[config.mk]
export PLATFORM = sky130hd
export DESIGN_NAME = rgmii_nibble_tx
export DESIGN_NICKNAME = d
export VERILOG_FILES = /design/src/rtl/rgmii_pkg.sv /design/src/rtl/eth_crc32_nib.sv /design/src/rtl/rgmii_nibble_tx.sv
export SDC_FILE = /design/constraint.sdc
export NUM_CORES = 1
export LEC_CHECK = 0
export ABC_AREA = 1
export CAP_MARGIN = 20
export CORE_ASPECT_RATIO = 1.25
export CORE_MARGIN = 2
export CORE_UTILIZATION = 40
export DETAILED_ROUTE_END_ITERATION = 10
export GPL_ROUTABILITY_DRIVEN = 0
export PLACE_DENSITY = 0.57
export SLEW_MARGIN = 20
export SYNTH_ARGS = -nofsm -noshare
export SYNTH_HDL_FRONTEND = slang
export SYNTH_SLANG_ARGS = --single-unit
[constraint.sdc]
create_clock -name clk -period 1.85 [get_ports clk]
set_clock_uncertainty 0.1 [all_clocks]
set_input_delay 0.555 -clock clk [delete_from_list [all_inputs] [get_ports clk]]
set_output_delay 0.555 -clock clk [all_outputs]
set_load 0.05 [all_outputs]
[src/rtl/rgmii_pkg.sv]
// rgmii_pkg: RGMII TX state encoding, nibble constants and CRC-32 parameters shared with the receive path
package rgmii_pkg;
  typedef enum logic [2:0] {S_IDLE, S_PREAMBLE, S_SFD, S_DATA, S_PAD, S_FCS, S_IFG, S_DRAIN} tx_state_e;
  localparam logic [31:0] CRC32_POLY = 32'hEDB88320;
  localparam logic [31:0] CRC32_INIT = 32'hFFFFFFFF;
  localparam logic [3:0] PREAMBLE_NIB = 4'h5;
  localparam logic [3:0] SFD_NIB = 4'hD;
endpackage

[src/rtl/eth_crc32_nib.sv]
// eth_crc32_nib: one-nibble step of the reflected Ethernet CRC-32 (LSB of the nibble first)
module eth_crc32_nib
  import rgmii_pkg::*;
(
  input  logic [31:0] crc_in,
  input  logic [3:0]  nib,
  output logic [31:0] crc_out
);
  always_comb begin
    crc_out = crc_in;
    for (int i = 0; i < 4; i++)
      crc_out = {1'b0, crc_out[31:1]} ^ ((crc_out[0] ^ nib[i]) ? CRC32_POLY : 32'h0);
  end
endmodule

[src/rtl/rgmii_nibble_tx.sv]
// rgmii_nibble_tx: byte stream to SDR RGMII nibble bus with preamble, SFD, padding, FCS and IFG
module rgmii_nibble_tx
  import rgmii_pkg::*;
#(
  parameter int PREAMBLE_BYTES = 7,
  parameter int IFG_BYTES = 12,
  parameter int MIN_PAYLOAD = 60,
  parameter int APPEND_FCS = 1
) (
  input  logic       clk,
  input  logic       reset_n,
  input  logic [7:0] s_data,
  input  logic       s_valid,
  input  logic       s_last,
  output logic       s_ready,
  output logic       tx_en,
  output logic [3:0] tx_d,
  output logic       underrun,
  output logic       busy
);
  localparam logic [5:0] PRE_END = 6'(2 * PREAMBLE_BYTES - 1);
  localparam logic [5:0] IFG_END = 6'(2 * IFG_BYTES - 1);
  localparam tx_state_e TAIL = (APPEND_FCS != 0) ? S_FCS : S_IFG;
  tx_state_e state_q, state_d;
  logic [5:0] cnt_q, cnt_d;
  logic hi_q, hi_d, last_q, last_d;
  logic [7:0] byte_q, byte_d;
  logic [10:0] bc_q, bc_d, bc_inc;
  logic [31:0] crc_q, crc_d, crc_nib, crc_x;
  logic s_ready_q, s_ready_d, tx_en_q, tx_en_d, underrun_q, underrun_d, busy_q, busy_d;
  logic [3:0] tx_d_q, tx_d_d;
  eth_crc32_nib u_crc (.crc_in(crc_q), .nib(tx_d_q), .crc_out(crc_nib));
  always_comb begin
    state_d = state_q;
    cnt_d = cnt_q + 6'd1;
    hi_d = hi_q;
    last_d = last_q;
    byte_d = byte_q;
    bc_d = bc_q;
    crc_d = crc_q;
    underrun_d = 1'b0;
    bc_inc = &bc_q ? bc_q : bc_q + 11'd1;
    case (state_q)
      S_IDLE: begin
        cnt_d = '0;
        hi_d = 1'b0;
        if (s_valid && s_ready_q) begin
          byte_d = s_data;
          last_d = s_last;
          bc_d = '0;
          crc_d = CRC32_INIT;
          state_d = S_PREAMBLE;
        end
      end
      S_PREAMBLE: if (cnt_q == PRE_END) begin
        state_d = S_SFD;
        cnt_d = '0;
      end
      S_SFD: if (cnt_q[0]) state_d = S_DATA;
      S_DATA, S_PAD: begin
        // the CRC follows the nibble currently on the wire; PAD is entered only after the last byte
        crc_d = crc_nib;
        hi_d = !hi_q;
        if (hi_q) begin
          bc_d = bc_inc;
          cnt_d = '0;
          if (last_q) state_d = (int'(bc_inc) < MIN_PAYLOAD) ? S_PAD : TAIL;
          else if (s_valid) begin
            byte_d = s_data;
            last_d = s_last;
          end else begin
            state_d = S_DRAIN;
            underrun_d = 1'b1;
          end
        end
      end
      S_FCS: if (cnt_q == 6'd7) begin
        state_d = S_IFG;
        cnt_d = '0;
      end
      S_IFG: if (cnt_q == IFG_END) state_d = S_IDLE;
      S_DRAIN: begin
        cnt_d = '0;
        if (s_valid && s_last) state_d = S_IFG;
      end
      default: state_d = S_IDLE;
    endcase
    crc_x = ~crc_d;
    tx_en_d = state_d inside {S_PREAMBLE, S_SFD, S_DATA, S_PAD, S_FCS};
    tx_d_d = state_d == S_PREAMBLE ? PREAMBLE_NIB :
             state_d == S_SFD ? (cnt_d[0] ? SFD_NIB : PREAMBLE_NIB) :
             state_d == S_DATA ? (hi_d ? byte_d[7:4] : byte_d[3:0]) :
             state_d == S_FCS ? crc_x[{cnt_d[2:0], 2'b00} +: 4] : 4'h0;
    s_ready_d = state_d == S_IDLE || state_d == S_DRAIN || (state_d == S_DATA && hi_d && !last_d);
    busy_d = state_d != S_IDLE;
  end
  always_ff @(posedge clk or negedge reset_n) begin
    if (!reset_n) begin
      state_q <= S_IDLE;
      cnt_q <= '0;
      hi_q <= 1'b0;
      last_q <= 1'b0;
      byte_q <= '0;
      bc_q <= '0;
      crc_q <= '0;
      s_ready_q <= 1'b0;
      tx_en_q <= 1'b0;
      tx_d_q <= '0;
      underrun_q <= 1'b0;
      busy_q <= 1'b0;
    end else begin
      state_q <= state_d;
      cnt_q <= cnt_d;
      hi_q <= hi_d;
      last_q <= last_d;
      byte_q <= byte_d;
      bc_q <= bc_d;
      crc_q <= crc_d;
      s_ready_q <= s_ready_d;
      tx_en_q <= tx_en_d;
      tx_d_q <= tx_d_d;
      underrun_q <= underrun_d;
      busy_q <= busy_d;
    end
  end
  assign s_ready = s_ready_q;
  assign tx_en = tx_en_q;
  assign tx_d = tx_d_q;
  assign underrun = underrun_q;
  assign busy = busy_q;
endmodule

==> results.ini <==
[worst_setup_path]
worstSetupStartpointType = register
crit_path_max_fanout = 6
cp.required_ps = 1980
crit_arrival_ps = 2220
endpoint_kind = register
critPathKind = reg -> reg

[timing]
setup_ws_ps = -247.9
maxSlewViolCount = 0
setup_viol = 8
period_minus_slack_ps = 2098
relSlewSlack_pct = 74.64
worst_pin_slew_ps = 377.4
rsz0062_at_grt = true
hold_violations = 0
totalNegativeSetupSlack_ps = -1369
post-route-period-util_pct = 113.4
max_freq_mhz = 476.7

[routing]
drtPass1Iterations = 5
dr.first_iter.drc_count = 167
wire_per_inst_um = 14.11
ant_nets = 0
via_count = 4923
drc = 0
viasPerCell = 5.018
routed_wl_mm = 13.84

[final_layout]
fill_cells = 1007
fin_nets = 856
multi_input_area_mm2 = 0.002729
area_growth_pct = 49.57
antenna_cells = 0
drive_gt1_share_pct = 33.45
layout.cells.non_filler = 981
regArea_mm2 = 0.001762

[power_and_ir_drop]
power_density_mw_per_mm2 = 2206
vdd_drop_max_mv = 0.8922
p_leak_nw = 3.452

[global_routing]
grt_max_degree = 31
gr-total-overflow = 0
grt_antenna_before_repair = 0
grt_pass1_vias = 4906
grt_usage_pct = 23.78
grt_pass1_wl_mm = 23.07

[run_status]
outcome = complete, but fails checks
failed_checks = setup timing

[synthesis]
synth_most_common_cell = nand2_1
synth.top_cells.by_count = 247 x nand2_1, 74 x inv_1, 73 x nand3_1, 70 x dfrtp_1, 45 x nor2_1
ys_async_sr_fraction_pct = 100.0
syn_area_mm2 = 0.004538
synth_flop_cell = dfrtp_1
synth_largest_area_cell = dfrtp_1
synth_edf_count = 0
yosysWarnings = 0
synth_seq_cells = 70
synthCells = 672
synth_top_area_share_pct = 38.60
ys_seq_area_share_pct = 38.60
synth_cell_type_count = 40
syn_nets = 687
synth_area_leaders = dfrtp_1 39%, nand2_1 20%, nand3_1 8.1%, inv_1 6.1%, o21ai_0 4.6%
synth.avg_cell_area_um2 = 6.753

[floorplanning]
row_count = 43
die_h_um = 123.1
core_area_mm2 = 0.01108
ios = 20
die_x_um = 99.27
die_area_mm2 = 0.01222
start_util_pct = 40.95

[clock_network]
insertion_delay_ps = 340
cts_tree = done
clk_pin_slew_ps = 60
cts_buffers = 9
clockBufferDepth = 2
clock-root-buffer = clkbuf_16
htree_levels = 3
cts_sinks = 70

[placed_design]
place_inst = 951
hpwl_mm = 10.40
buffer_ports.inserted = 19

[hold_path]
worstHoldPathType = reg -> reg

[job]
maxCapViolations = 0

## layout by cell type (no fill, tap or decap), drive strengths merged
cell	synthesis	layout
a21oi	26	26
ha	3	3
dlygate4sd2	0	1
clkinvlp	0	5
nor2b	1	1
nand4	6	6
o211ai	4	4
clkbuf	2	10
nor3	2	2
o22ai	2	2
buf	13	162
or2	2	2
clkdlybuf4s50	0	9
xnor2	2	2
nand3	77	77
a21o	1	1
inv	81	82
o2111ai	1	1
a22oi	2	2
xor2	14	14
a21boi	3	3
nand2	257	257
a31oi	2	2
nand2b	1	1
nor2	52	52
o21ai	46	46
dlygate4sd3	0	1
nor4	1	1
o21a	1	1
dfrtp	70	70
## report_power, final
group	internal, mW	switching [mW]
Combinational	4.83	5.73
Clock	0.949	0.725
Sequential	2.23	0.510
## cells by family after synthesis
family                   count (synthesis)  share of synthesized area, %
AND/OR/NAND/NOR                        399                         38.02
buffers and inverters                   96                         8.547
AO/OA/AOI/OAI                           88                         10.92
flip-flops                              70                         38.60
XOR/XNOR                                16                         3.088
adder cells (fa/ha/maj)                  3                        0.8272
## cell type report
cell class	instances	area share [%]
clock buffers	10	3.521
clock inverters	6	0.6820
inverters	81	4.627
multi-input cells	506	40.20
flip-flops and latches	70	25.95
well taps	135	2.488
repair buffers	173	22.53
## registers in the layout, summed over array words and instances, names as in the netlist
| register | count |
|---|---|
| byte_q | 8 |
| s_ready | 1 |
| last_q | 1 |
| crc_q | 32 |
| tx_d | 4 |
| underrun | 1 |
| busy | 1 |
| hi_q | 1 |
| cnt_q | 6 |
| state_q | 3 |
| bc_q | 11 |
| tx_en | 1 |
## worst max-delay path, cell delays in order (launching register included)
cell,delay [ps]
dfrtp_2,460
nand2_2,100
inv_2,40
nand2_2,80
nand2_4,110
nand2_4,110
nand3_4,90
o21ai_4,310
buf_4,180
a21oi_1,40
nand2_1,70
nand2_1,60
nand2_1,70
nand2_1,70
nand2_1,70
nand2_1,50
## through the flow
stage | hold slack [ps] | power [mW] | setup slack, ps | instance area (um^2) | util, %
after global placement | 359.0 | 11.98 | -668.8 | 6030 | 54.40
after CTS | 413.8 | 14.51 | -192.0 | 6583 | 59.39
after detailed placement | 354.6 | 12.13 | -695.4 | 6030 | 54.40
final | 411.9 | 14.98 | -247.9 | 6788 | 61.24
after global routing | 426.8 | 16.21 | -366.6 | 6788 | 61.24
after floorplan | 159.4 | 7.796 | -95.31 | 4589 | -
## final timing paths
check,startpoint,endpoint,slack (ps),cells past startpoint
max in group asynchronous,reset_n,crc_q[23]$_DFF_PN0_,640,3
setup reg to reg,state_q[1]$_DFF_PN0_,tx_d[0]$_DFF_PN0_,-250,15
hold / removal,byte_q[7]$_DFF_PN0_,byte_q[7]$_DFF_PN0_,410,2
hold reg to reg,byte_q[7]$_DFF_PN0_,byte_q[7]$_DFF_PN0_,410,2
setup / recovery,state_q[1]$_DFF_PN0_,tx_d[0]$_DFF_PN0_,-250,15
min in group asynchronous,reset_n,byte_q[4]$_DFF_PN0_,550,2
## layer usage
| metal | vias up | routed length [um] | share of wire [%] | track usage [%] |
|---|---|---|---|---|
| li1 | 2485 | - | - | - |
| met1 | 2330 | 5854 | 42 | 28.49 |
| met2 | 87 | 7299 | 53 | 43.83 |
| met3 | 21 | 400 | 2.9 | 3.109 |
| met4 | 0 | 286 | 2.1 | 7.962 |
| met5 | - | 0 | 0 | 0 |
## what timing repair did
action | 4_1_cts | 5_1_grt
hold buffers | 1 | 0
pin swaps | 19 | 11
setup endpoints to repair | 21 | 23
setup buffers | 4 | 9
gates resized for setup | 68 | 42
endpoints found under the hold margin | 15 | 0
Note: power is estimated with default switching activity, not from simulation.
